--- config.mk ---
export PLATFORM = sky130hd
export DESIGN_NAME = gray_expand
export DESIGN_NICKNAME = d
export VERILOG_FILES = /design/src/rtl/gray_expand.sv
export SDC_FILE = /design/constraint.sdc
export NUM_CORES = 1
export LEC_CHECK = 0
export ABC_CLOCK_PERIOD_IN_PS = 2000
export CAP_MARGIN = 20
export CORE_AREA = 2 2 81 83
export DETAILED_ROUTE_END_ITERATION = 10
export DIE_AREA = 0 0 83 85
export GPL_TIMING_DRIVEN = 0
export PLACE_DENSITY = 0.45
export RECOVER_POWER = 100
export SYNTH_ARGS = -nofsm -noshare
export SYNTH_HDL_FRONTEND = slang
export SYNTH_SLANG_ARGS = --single-unit
--- constraint.sdc ---
create_clock -name clock -period 2 [get_ports clock]
set_input_delay 0.4 -clock clock [delete_from_list [all_inputs] [get_ports clock]]
set_output_delay 0.4 -clock clock [all_outputs]
set_load 0.01 [all_outputs]
--- src/rtl/gray_expand.sv ---
// Grayscale-to-RGB expander: pops 8-bit pixels from an FWFT FIFO and pushes {g,g,g}
// to the output FIFO one cycle later, tracking frame position and flagging line/frame ends.
module gray_expand #(
  parameter int FIFO_DWIDTH_IN  = 8,
  parameter int FIFO_DWIDTH_OUT = 24,
  parameter int IMG_WIDTH       = 720,
  parameter int IMG_HEIGHT      = 540
) (
  input  logic                       clock,
  input  logic                       reset,
  output logic                       fifo_in_rd_en,
  input  logic [FIFO_DWIDTH_IN-1:0]  fifo_in_dout,
  input  logic                       fifo_in_empty,
  output logic                       fifo_out_wr_en,
  output logic [FIFO_DWIDTH_OUT-1:0] fifo_out_din,
  input  logic                       fifo_out_full,
  output logic                       line_done,
  output logic                       frame_done,
  output logic                       busy
);

  localparam int COL_W = (IMG_WIDTH  > 1) ? $clog2(IMG_WIDTH)  : 1;
  localparam int ROW_W = (IMG_HEIGHT > 1) ? $clog2(IMG_HEIGHT) : 1;

  typedef enum logic {
    S_IDLE,
    S_ACTIVE
  } state_t;

  state_t           state;
  logic [COL_W-1:0] col;
  logic [ROW_W-1:0] row;

  logic xfer;
  logic last_col;
  logic last_row;
  logic last_pix;

  // NOTE: the pop strobe is gated by reset so a held reset never drains the input FIFO.
  assign xfer          = reset && !fifo_in_empty && !fifo_out_full;
  assign fifo_in_rd_en = xfer;

  assign last_col = (col == COL_W'(IMG_WIDTH - 1));
  assign last_row = (row == ROW_W'(IMG_HEIGHT - 1));
  assign last_pix = last_col && last_row;

  // NOTE: all state here is updated with non-blocking assignments so every register
  // sees the pre-edge values of the others, regardless of statement order.
  always_ff @(posedge clock) begin
    if (!reset) begin
      state          <= S_IDLE;
      col            <= '0;
      row            <= '0;
      fifo_out_wr_en <= 1'b0;
      fifo_out_din   <= '0;
      line_done      <= 1'b0;
      frame_done     <= 1'b0;
      busy           <= 1'b0;
    end else begin
      fifo_out_wr_en <= xfer;
      line_done      <= xfer && last_col;
      frame_done     <= xfer && last_pix;
      // Busy stays high through the frame_done write, hence it looks at the old state.
      busy           <= (state == S_ACTIVE) || (xfer && !last_pix);

      if (xfer) begin
        fifo_out_din <= {3{fifo_in_dout}};

        if (last_col) begin
          col <= '0;
          row <= last_row ? '0 : row + 1'b1;
        end else begin
          col <= col + 1'b1;
        end

        case (state)
          S_IDLE:   if (!last_pix) state <= S_ACTIVE;
          S_ACTIVE: if (last_pix)  state <= S_IDLE;
          default:  state <= S_IDLE;
        endcase
      end
    end
  end

endmodule

==> results of run 1 <==
==> state kept, by name, indices dropped and copies added (netlist names) <==
name	cells
frame_done	1
busy	1
state	1
fifo_out_wr_en	1
line_done	1
fifo_out_din	8
col	10
row	10
==> timing repair <==
item,in CTS,in global routing
pin swaps,1,1
setup endpoints to repair,5,8
gates cloned,0,0
gates resized for setup,12,1
buffers inserted,3,1
==> power by group <==
| part | total, mW | internal (mW) | switching, mW |
|---|---|---|---|
| clock | 0.643 | 0.406 | 0.237 |
| combinational | 0.146 | 0.0877 | 0.0587 |
| sequential | 0.683 | 0.672 | 0.0108 |
| total | 1.47 | 1.17 | 0.306 |
==> stage by stage <==
step | utilization, % | TNS (ns)
4_1_cts | 34.6 | 0
5_1_grt | 34.7 | 0
6_report | 34.7 | 0
2_1_floorplan | - | 0
3_3_place_gp | 32.0 | -6.27
3_5_place_dp | 32.0 | -5.98
==> worst register-to-register path, cell delays in order (launching register included) <==
cell,delay [ns]
dfxtp_1,0.39
ha_1,0.25
and4_1,0.28
nand4_4,0.15
or4_1,0.52
a21oi_1,0.15
==> layout by cell type (no fill, tap or decap), types with 2 or more instances in the layout <==
master	n
dlygate4sd2_1	2
clkdlybuf4s50_1	8
and3_1	2
nor2_1	10
ha_1	2
inv_1	3
nand2_1	34
o21ai_0	6
dlygate4sd3_1	28
buf_6	2
dfxtp_1	33
xor2_1	3
or4_1	2
clkbuf_8	6
nor4_1	2
or3_1	4
clkbuf_1	5
buf_4	18
xnor2_1	6
nor3_1	3
and4_1	2
nand3_1	16
a21oi_1	10
o22ai_1	2
nand4_1	6
==> cell type report <==
class | count | area share [%]
timing repair buffer | 43 | 19.0
buffer | 22 | 8.13
sequential | 33 | 30.7
tap | 77 | 4.47
inverter | 4 | 1.28
clock inverter | 1 | 1.39
multi-input combinational | 119 | 31.0
clock buffer | 7 | 4.01
==> path summary, 6_finish.rpt <==
kind                       start  cells past startpoint             endpoint  slack, ns
max reg2reg  col[0]$_SDFFE_PN0P_                      5  row[6]$_SDFFE_PN0P_       0.19
max                fifo_out_full                      6        fifo_in_rd_en       0.18
min reg2reg   state$_SDFFE_PN0P_                      2      busy$_SDFF_PN0_       0.45
min                        reset                      3      busy$_SDFF_PN0_       0.44
==> per-layer routing <==
metal,wire length [um],track usage [%]
met3,162,3.31
met5,0,0
met4,19,3.28
met1,1750,13.1
met2,1600,15.7
==> kinds of logic after synthesis <==
group | Yosys count | share of synthesized area (%)
buffers and inverters | 26 | 11.6
AOI/OAI and AO/OA | 21 | 7.69
xor gates and xnor gates | 9 | 5.27
adders and majority gates | 2 | 1.67
DFF | 33 | 44.1
and+or+nand+nor | 87 | 29.6
==> synth_stat cells <==
| cell | number |
|---|---|
| nor4b_1 | 1 |
| or3_1 | 4 |
| or4_1 | 2 |
| a31oi_1 | 1 |
| buf_6 | 1 |
| nor4_1 | 2 |
| buf_4 | 17 |
| ha_1 | 2 |
| nor2_1 | 10 |
| nand4_1 | 6 |
| o21ai_0 | 6 |
| clkinv_4 | 1 |
| dfxtp_1 | 33 |
| o32ai_1 | 1 |
| nand2_1 | 34 |
| clkbuf_1 | 3 |
| nand3_1 | 16 |
| nand3b_1 | 1 |
| or3b_1 | 1 |
| nor4bb_1 | 1 |
| o31ai_1 | 1 |
| inv_1 | 3 |
| buf_1 | 1 |
| nand4_4 | 1 |
| xor2_1 | 3 |
| and4_1 | 2 |
| a21oi_1 | 10 |
| nor3_1 | 3 |
| o22ai_1 | 2 |
| and2_1 | 1 |
| xnor2_1 | 6 |
| and3_1 | 2 |
==> results.tsv, run 1 <==
stage	metric	value	unit
critical_path	cell family with most CP delay	buffers and inverters	
critical_path	Worst EP arrival	1.42	ns
synthesis	Mapped Area	0.00150	mm2
critical_path	Worst Path Required	1.60	ns
sta	actual slew at the worst max-slew pin	0.504	ns
die	# IOs	41	
critical_path	worst-path maximum fanout	9	
die	Die Span Y	85	um
finish	# diodes	0	
synthesis	synth unique cells	32	
cts	H-tree level count	2	
cts	Clock transition at path regs	0.07	ns
cts	Skew-Pair Late Insertion Delay	0.28	ns
die	chip width	83	um
die	Initial Utilization	24.1	%
detailed_routing	Avg Vias per Cell	4.23	
sta	final setup violation count	0	
outcome	run status	complete, no violations	
synthesis	Synth area leaders	dfxtp_1 44%, buf_4 8.5%, nand2_1 8.5%	
detailed_routing	drc violations	0	
critical_path	Most Frequent Cell on Critical Path	buf_6	
place	IO Port Bufs	39	
run	Max Cap Viol	0	
critical_path	worst-path cell chain	dlygate4sd2_1 > or3b_1 > buf_6 > clkinv_8 > clkbuf_16 > buf_6	
finish	fin nets	242	
synthesis	syn nets	192	
place	placed inst area	0.00198	mm2
sta	Min Hold Slack	0.439	ns
finish	area of the multi-input gates	668	um2
critical_path	CP Class	in2out	
die	die area	0.00706	mm2
power_and_ir_drop	overall power	1.47	mW
finish	ratio of cells with drive above 1 in the final layout	14.0	%
place	pre-CTS WS	-0.899	ns
synthesis	Synth Register Bits	33	
finish	Finished Cell Area	0.00215	mm2
finish	Syn-to-layout area delta	43.9	%
finish	final std cells w/o fill	306	
finish	Filler Cell Count	650	
detailed_routing	Final ANT Viol Nets	0	
global_routing	first-pass GRT wire length	5740	um
detailed_routing	Avg WL per Cell	11.5	um
critical_path	CP Capture Type	output port	
detailed_routing	via count	1293	
synthesis	Yosys top cell by area	dfxtp_1	
synthesis	yosys warns	0	
synthesis	syn_area_per_cell	8.41	um2
power_and_ir_drop	Leakage Power	0.917	nW
sta	Worst Skew	0.00595	ns
detailed_routing	TritonRoute pass-1 iters	4	
sta	Highest Clock Rate	0.549	GHz
place	hpwl dp	2480	um
sta	Final Hold Viols	0	
global_routing	initial antenna violation count	0	
cts	Hold Buf Count CTS	0	
hold_path	Tightest Hold Check Type	in2reg	
sta	fin crit period	1.82	ns
critical_path	slowest CP cell	or3b_1	
synthesis	synthesized instance count	178	
synthesis	Seq/Total Area, Yosys	44.1	%
finish	register area	661	um2
global_routing	largest net degree at the start of global routing	11	
power_and_ir_drop	pwr dens	684	mW/mm2
critical_path	Startpoint Class	primary input	
sta	normalized max-slew margin	66.4	%
detailed_routing	drt initial violations	49	
power_and_ir_drop	worst IR drop on VDD	0.249	mV
sta	RSZ-0062 raised after global routing	no	
cts	clk buf depth	2	
cts	CTS sink count	33	
critical_path	CP peak stage delay	0.38	ns
place	routability cong.	0.793	
global_routing	GRT Util Overall	10.0	%
critical_path	WP buf/inv	5	
synthesis	share of the synthesized area in the top cell type	44.1	%
cts	TritonCTS clock tree	built	
cts	TritonCTS buffer count	5	
place	placed cells	294	
detailed_routing	DRT Wirelength	3530	um
die	CORE AREA	0.00620	mm2
sta	max-slew violations	0	
global_routing	vias in the first global route	1148	
cts	clk root buf	clkbuf_8	
sta	Final Cycle Share	91.1	%
sta	Final WS setup	0.178	ns
global_routing	total gr overflow	0	
die	FP Rows	29	
(Power assumes the default switching activity.)
==> run 2, diff against run 1 <==
GPL_TIMING_DRIVEN = default   (was 0)
==> run 2 against run 1 <==
  * Design area decreased by 5.3%
  * Combinational power decreased by 12%
  * Total power decreased by 12%
  * Sequential cell count unchanged
  * Fmax decreased by 6.3%
  * Clock skew increased by 0.00084 ns
  * Clock power decreased by 24%
  * Critical endpoint is now row[6]$_SDFFE_PN0P_
  * Sequential share of layout area increased by 1.7 points
==> results.tsv, run 2 (same netlist as run 1, synthesis figures left out) <==
stage	metric	value	unit	change
sta	fin crit period	1.95	ns	+0.123 ns
finish	commonest non-fill, non-tap cell in the layout	nand2_1		
sta	Final Cycle Share	97.3	%	+6.2 points
critical_path	worst r2r dst	row[6]$_SDFFE_PN0P_		
hold_path	hold path startpoint	state$_SDFFE_PN0P_		
cts	Skew-Pair Late Insertion Delay	0.29	ns	about the same
critical_path	Worst Path Required	2.21	ns	+0.61 ns
finish	register area	661	um2	unchanged
global_routing	first-pass GRT wire length	5740	um	unchanged
cts	CTS sink count	33		unchanged
finish	Finished Cell Area	0.00204	mm2	-5.3%
cts	Post-CTS Repair Setup Buffers	0		-3
global_routing	vias in the first global route	1217		+6.0%
power_and_ir_drop	clock power share	37.6	%	-6.1 points
finish	area of the multi-input gates	668	um2	unchanged
place	hpwl dp	2480	um	about the same
critical_path	slowest CP cell	or4_4		
hold_path	Cells on Worst Hold Path	2		-1
finish	Filler Cell Count	648		-0.31%
critical_path	reg2reg setup slack	0.21	ns	+0.02 ns
outcome	run status	complete, no violations		
power_and_ir_drop	Leakage Power	0.819	nW	-11%
place	placed cells	288		-2.0%
finish	# diodes	0		unchanged
die	FP Rows	29		unchanged
die	CORE AREA	0.00620	mm2	unchanged
global_routing	largest net degree at the start of global routing	19		+8
detailed_routing	via count	1300		+0.54%
sta	normalized max-slew margin	74.0	%	+7.6 points
critical_path	R2R depth	5		unchanged
finish	Syn-to-layout area delta	36.3	%	
finish	Top Registers	col: 10 flops, row: 10 flops, fifo_out_din: 8 flops		
detailed_routing	TritonRoute pass-1 iters	4		unchanged
power_and_ir_drop	overall power	1.30	mW	-12%
die	die area	0.00706	mm2	unchanged
critical_path	Worst R2R Start	col[0]$_SDFFE_PN0P_		
critical_path	CP Class	in2reg		
die	# IOs	41		unchanged
cts	clk root buf	clkbuf_8		
finish	ratio of cells with drive above 1 in the final layout	12.3	%	-1.6 points
sta	Highest Clock Rate	0.514	GHz	-6.3%
power_and_ir_drop	Comb pwr share	9.8	%	about the same
place	IO Port Bufs	40		+2.6%
cts	TritonCTS buffer count	5		unchanged
cts	clk buf depth	2		unchanged
sta	max-slew violations	0		unchanged
sta	final setup violation count	0		unchanged
global_routing	initial antenna violation count	0		unchanged
detailed_routing	drc violations	0		unchanged
detailed_routing	Final ANT Viol Nets	0		unchanged
power_and_ir_drop	internal power	985	uW	-16%
place	routability cong.	0.808		+2.0%
sta	setup tns final	0	ns	unchanged
finish	final std cells w/o fill	296		-3.3%
global_routing	total gr overflow	0		unchanged
critical_path	worst-path cell chain	clkdlybuf4s50_1 > or3b_4 > clkinv_4 > nand4_4 > or4_4 > a21oi_1		
sta	actual slew at the worst max-slew pin	0.390	ns	-0.114 ns
finish	final core occ	32.9	%	-1.8 points
cts	Clock transition at path regs	0.07	ns	about the same
cts	TritonCTS clock tree	built		
critical_path	worst-path maximum fanout	4		-5
detailed_routing	DRT Wirelength	3370	um	-4.6%
sta	Worst Skew	0.00679	ns	+0.000838 ns
critical_path	Startpoint Class	primary input		
die	chip width	83	um	unchanged
cts	H-tree level count	2		unchanged
detailed_routing	drt initial violations	34		-31%
detailed_routing	Avg WL per Cell	11.4	um	-1.4%
detailed_routing	Avg Vias per Cell	4.39		+3.9%
hold_path	Tightest Hold Check Type	reg2reg		
global_routing	GRT Util Overall	10.1	%	+0.11 points
hold_path	Endpoint, Worst Hold	busy$_SDFF_PN0_		
power_and_ir_drop	worst IR drop on VDD	0.259	mV	+3.8%
critical_path	CP peak stage delay	0.53	ns	+0.15 ns
power_and_ir_drop	pwr dens	637	mW/mm2	-6.8%
die	Initial Utilization	24.1	%	unchanged
finish	commonest non-fill, non-tap cells in the layout	34 x nand2_1, 33 x dfxtp_1, 21 x clkdlybuf4s50_1		
power_and_ir_drop	sw frac	24.2	%	+3.4 points
die	Die Span Y	85	um	unchanged
critical_path	Worst EP arrival	2.16	ns	+0.74 ns
finish	fin nets	232		-4.1%
run	Max Cap Viol	0		unchanged
critical_path	CP Capture Type	flop		
power_and_ir_drop	sequential share of power	52.5	%	+6.1 points
sta	Final Hold Viols	0		unchanged
power_and_ir_drop	P_sw	314	uW	+2.6%
place	placed inst area	0.00195	mm2	-1.6%
==> run 2: changes by cell type in the layout (fill, tap and decap cells not counted), moves of 2 or more <==
cell / previous run / this run
clkinv_2: 0 / 2
dlygate4sd3_1: 28 / 18
dlygate4sd2_1: 2 / 0
clkbuf_1: 5 / 1
buf_4: 18 / 13
clkdlybuf4s50_1: 8 / 21
==> run 2: layer usage <==
layer	track usage, %	vias to the layer above	routed length [um]
li1	-	676	-
met1	13.3	584	1660
met2	15.2	32	1490
met3	3.21	8	148
met4	4.92	0	65
met5	0	-	0
==> run 2: stage by stage <==
stage          hold WS (ns)  setup WS [ns]
2_1_floorplan         0.410         0.0866
3_5_place_dp          0.430         -0.328
3_3_place_gp          0.428         -0.330
4_1_cts               0.449         0.0148
6_report              0.448         0.0550
5_1_grt               0.483       -0.00463
==> run 2: what timing repair did <==
action | in CTS | in global routing
hold buffers | 0 | 0
endpoints found under the setup margin | 1 | 2
gates resized for setup | 4 | 3
==> run 2: worst max path at each step <==
stage / from / to / slack [ns] / cells past startpoint
CTS: reset / fifo_in_rd_en / 0.01 / 4
detailed placement: reset / fifo_in_rd_en / -0.33 / 4
global placement: reset / fifo_in_rd_en / -0.33 / 4
global route: reset / row[6]$_SDFFE_PN0P_ / -0.005 / 6
finish: reset / row[6]$_SDFFE_PN0P_ / 0.05 / 6
floorplan: reset / row[6]$_SDFFE_PN0P_ / 0.09 / 7
==> run 2: cell type report <==
cell class | instances | area share (%)
sequential | 33 | 32.4
inverter | 4 | 0.982
clock inverter | 3 | 0.859
clock buffer | 5 | 3.37
tap | 77 | 4.72
multi-input combinational | 119 | 32.8
timing repair buffer | 55 | 24.9
==> run 2: worst max-delay path: cells and delay by family <==
family,cells,cell delay [ns]
buffers and inverters,2,0.55
AO/OA/AOI/OAI,1,0.15
AND/OR/NAND/NOR,3,1.05
==> run 2: power by group through the flow <==
stage	sequential [mW]	combinational, mW	clock [mW]
after CTS	0.683	0.137	0.520
after floorplan	0.702	0.0639	0
after detailed placement	0.699	0.136	0
after global routing	0.685	0.138	0.541
after global placement	0.697	0.137	0
final	0.682	0.128	0.489
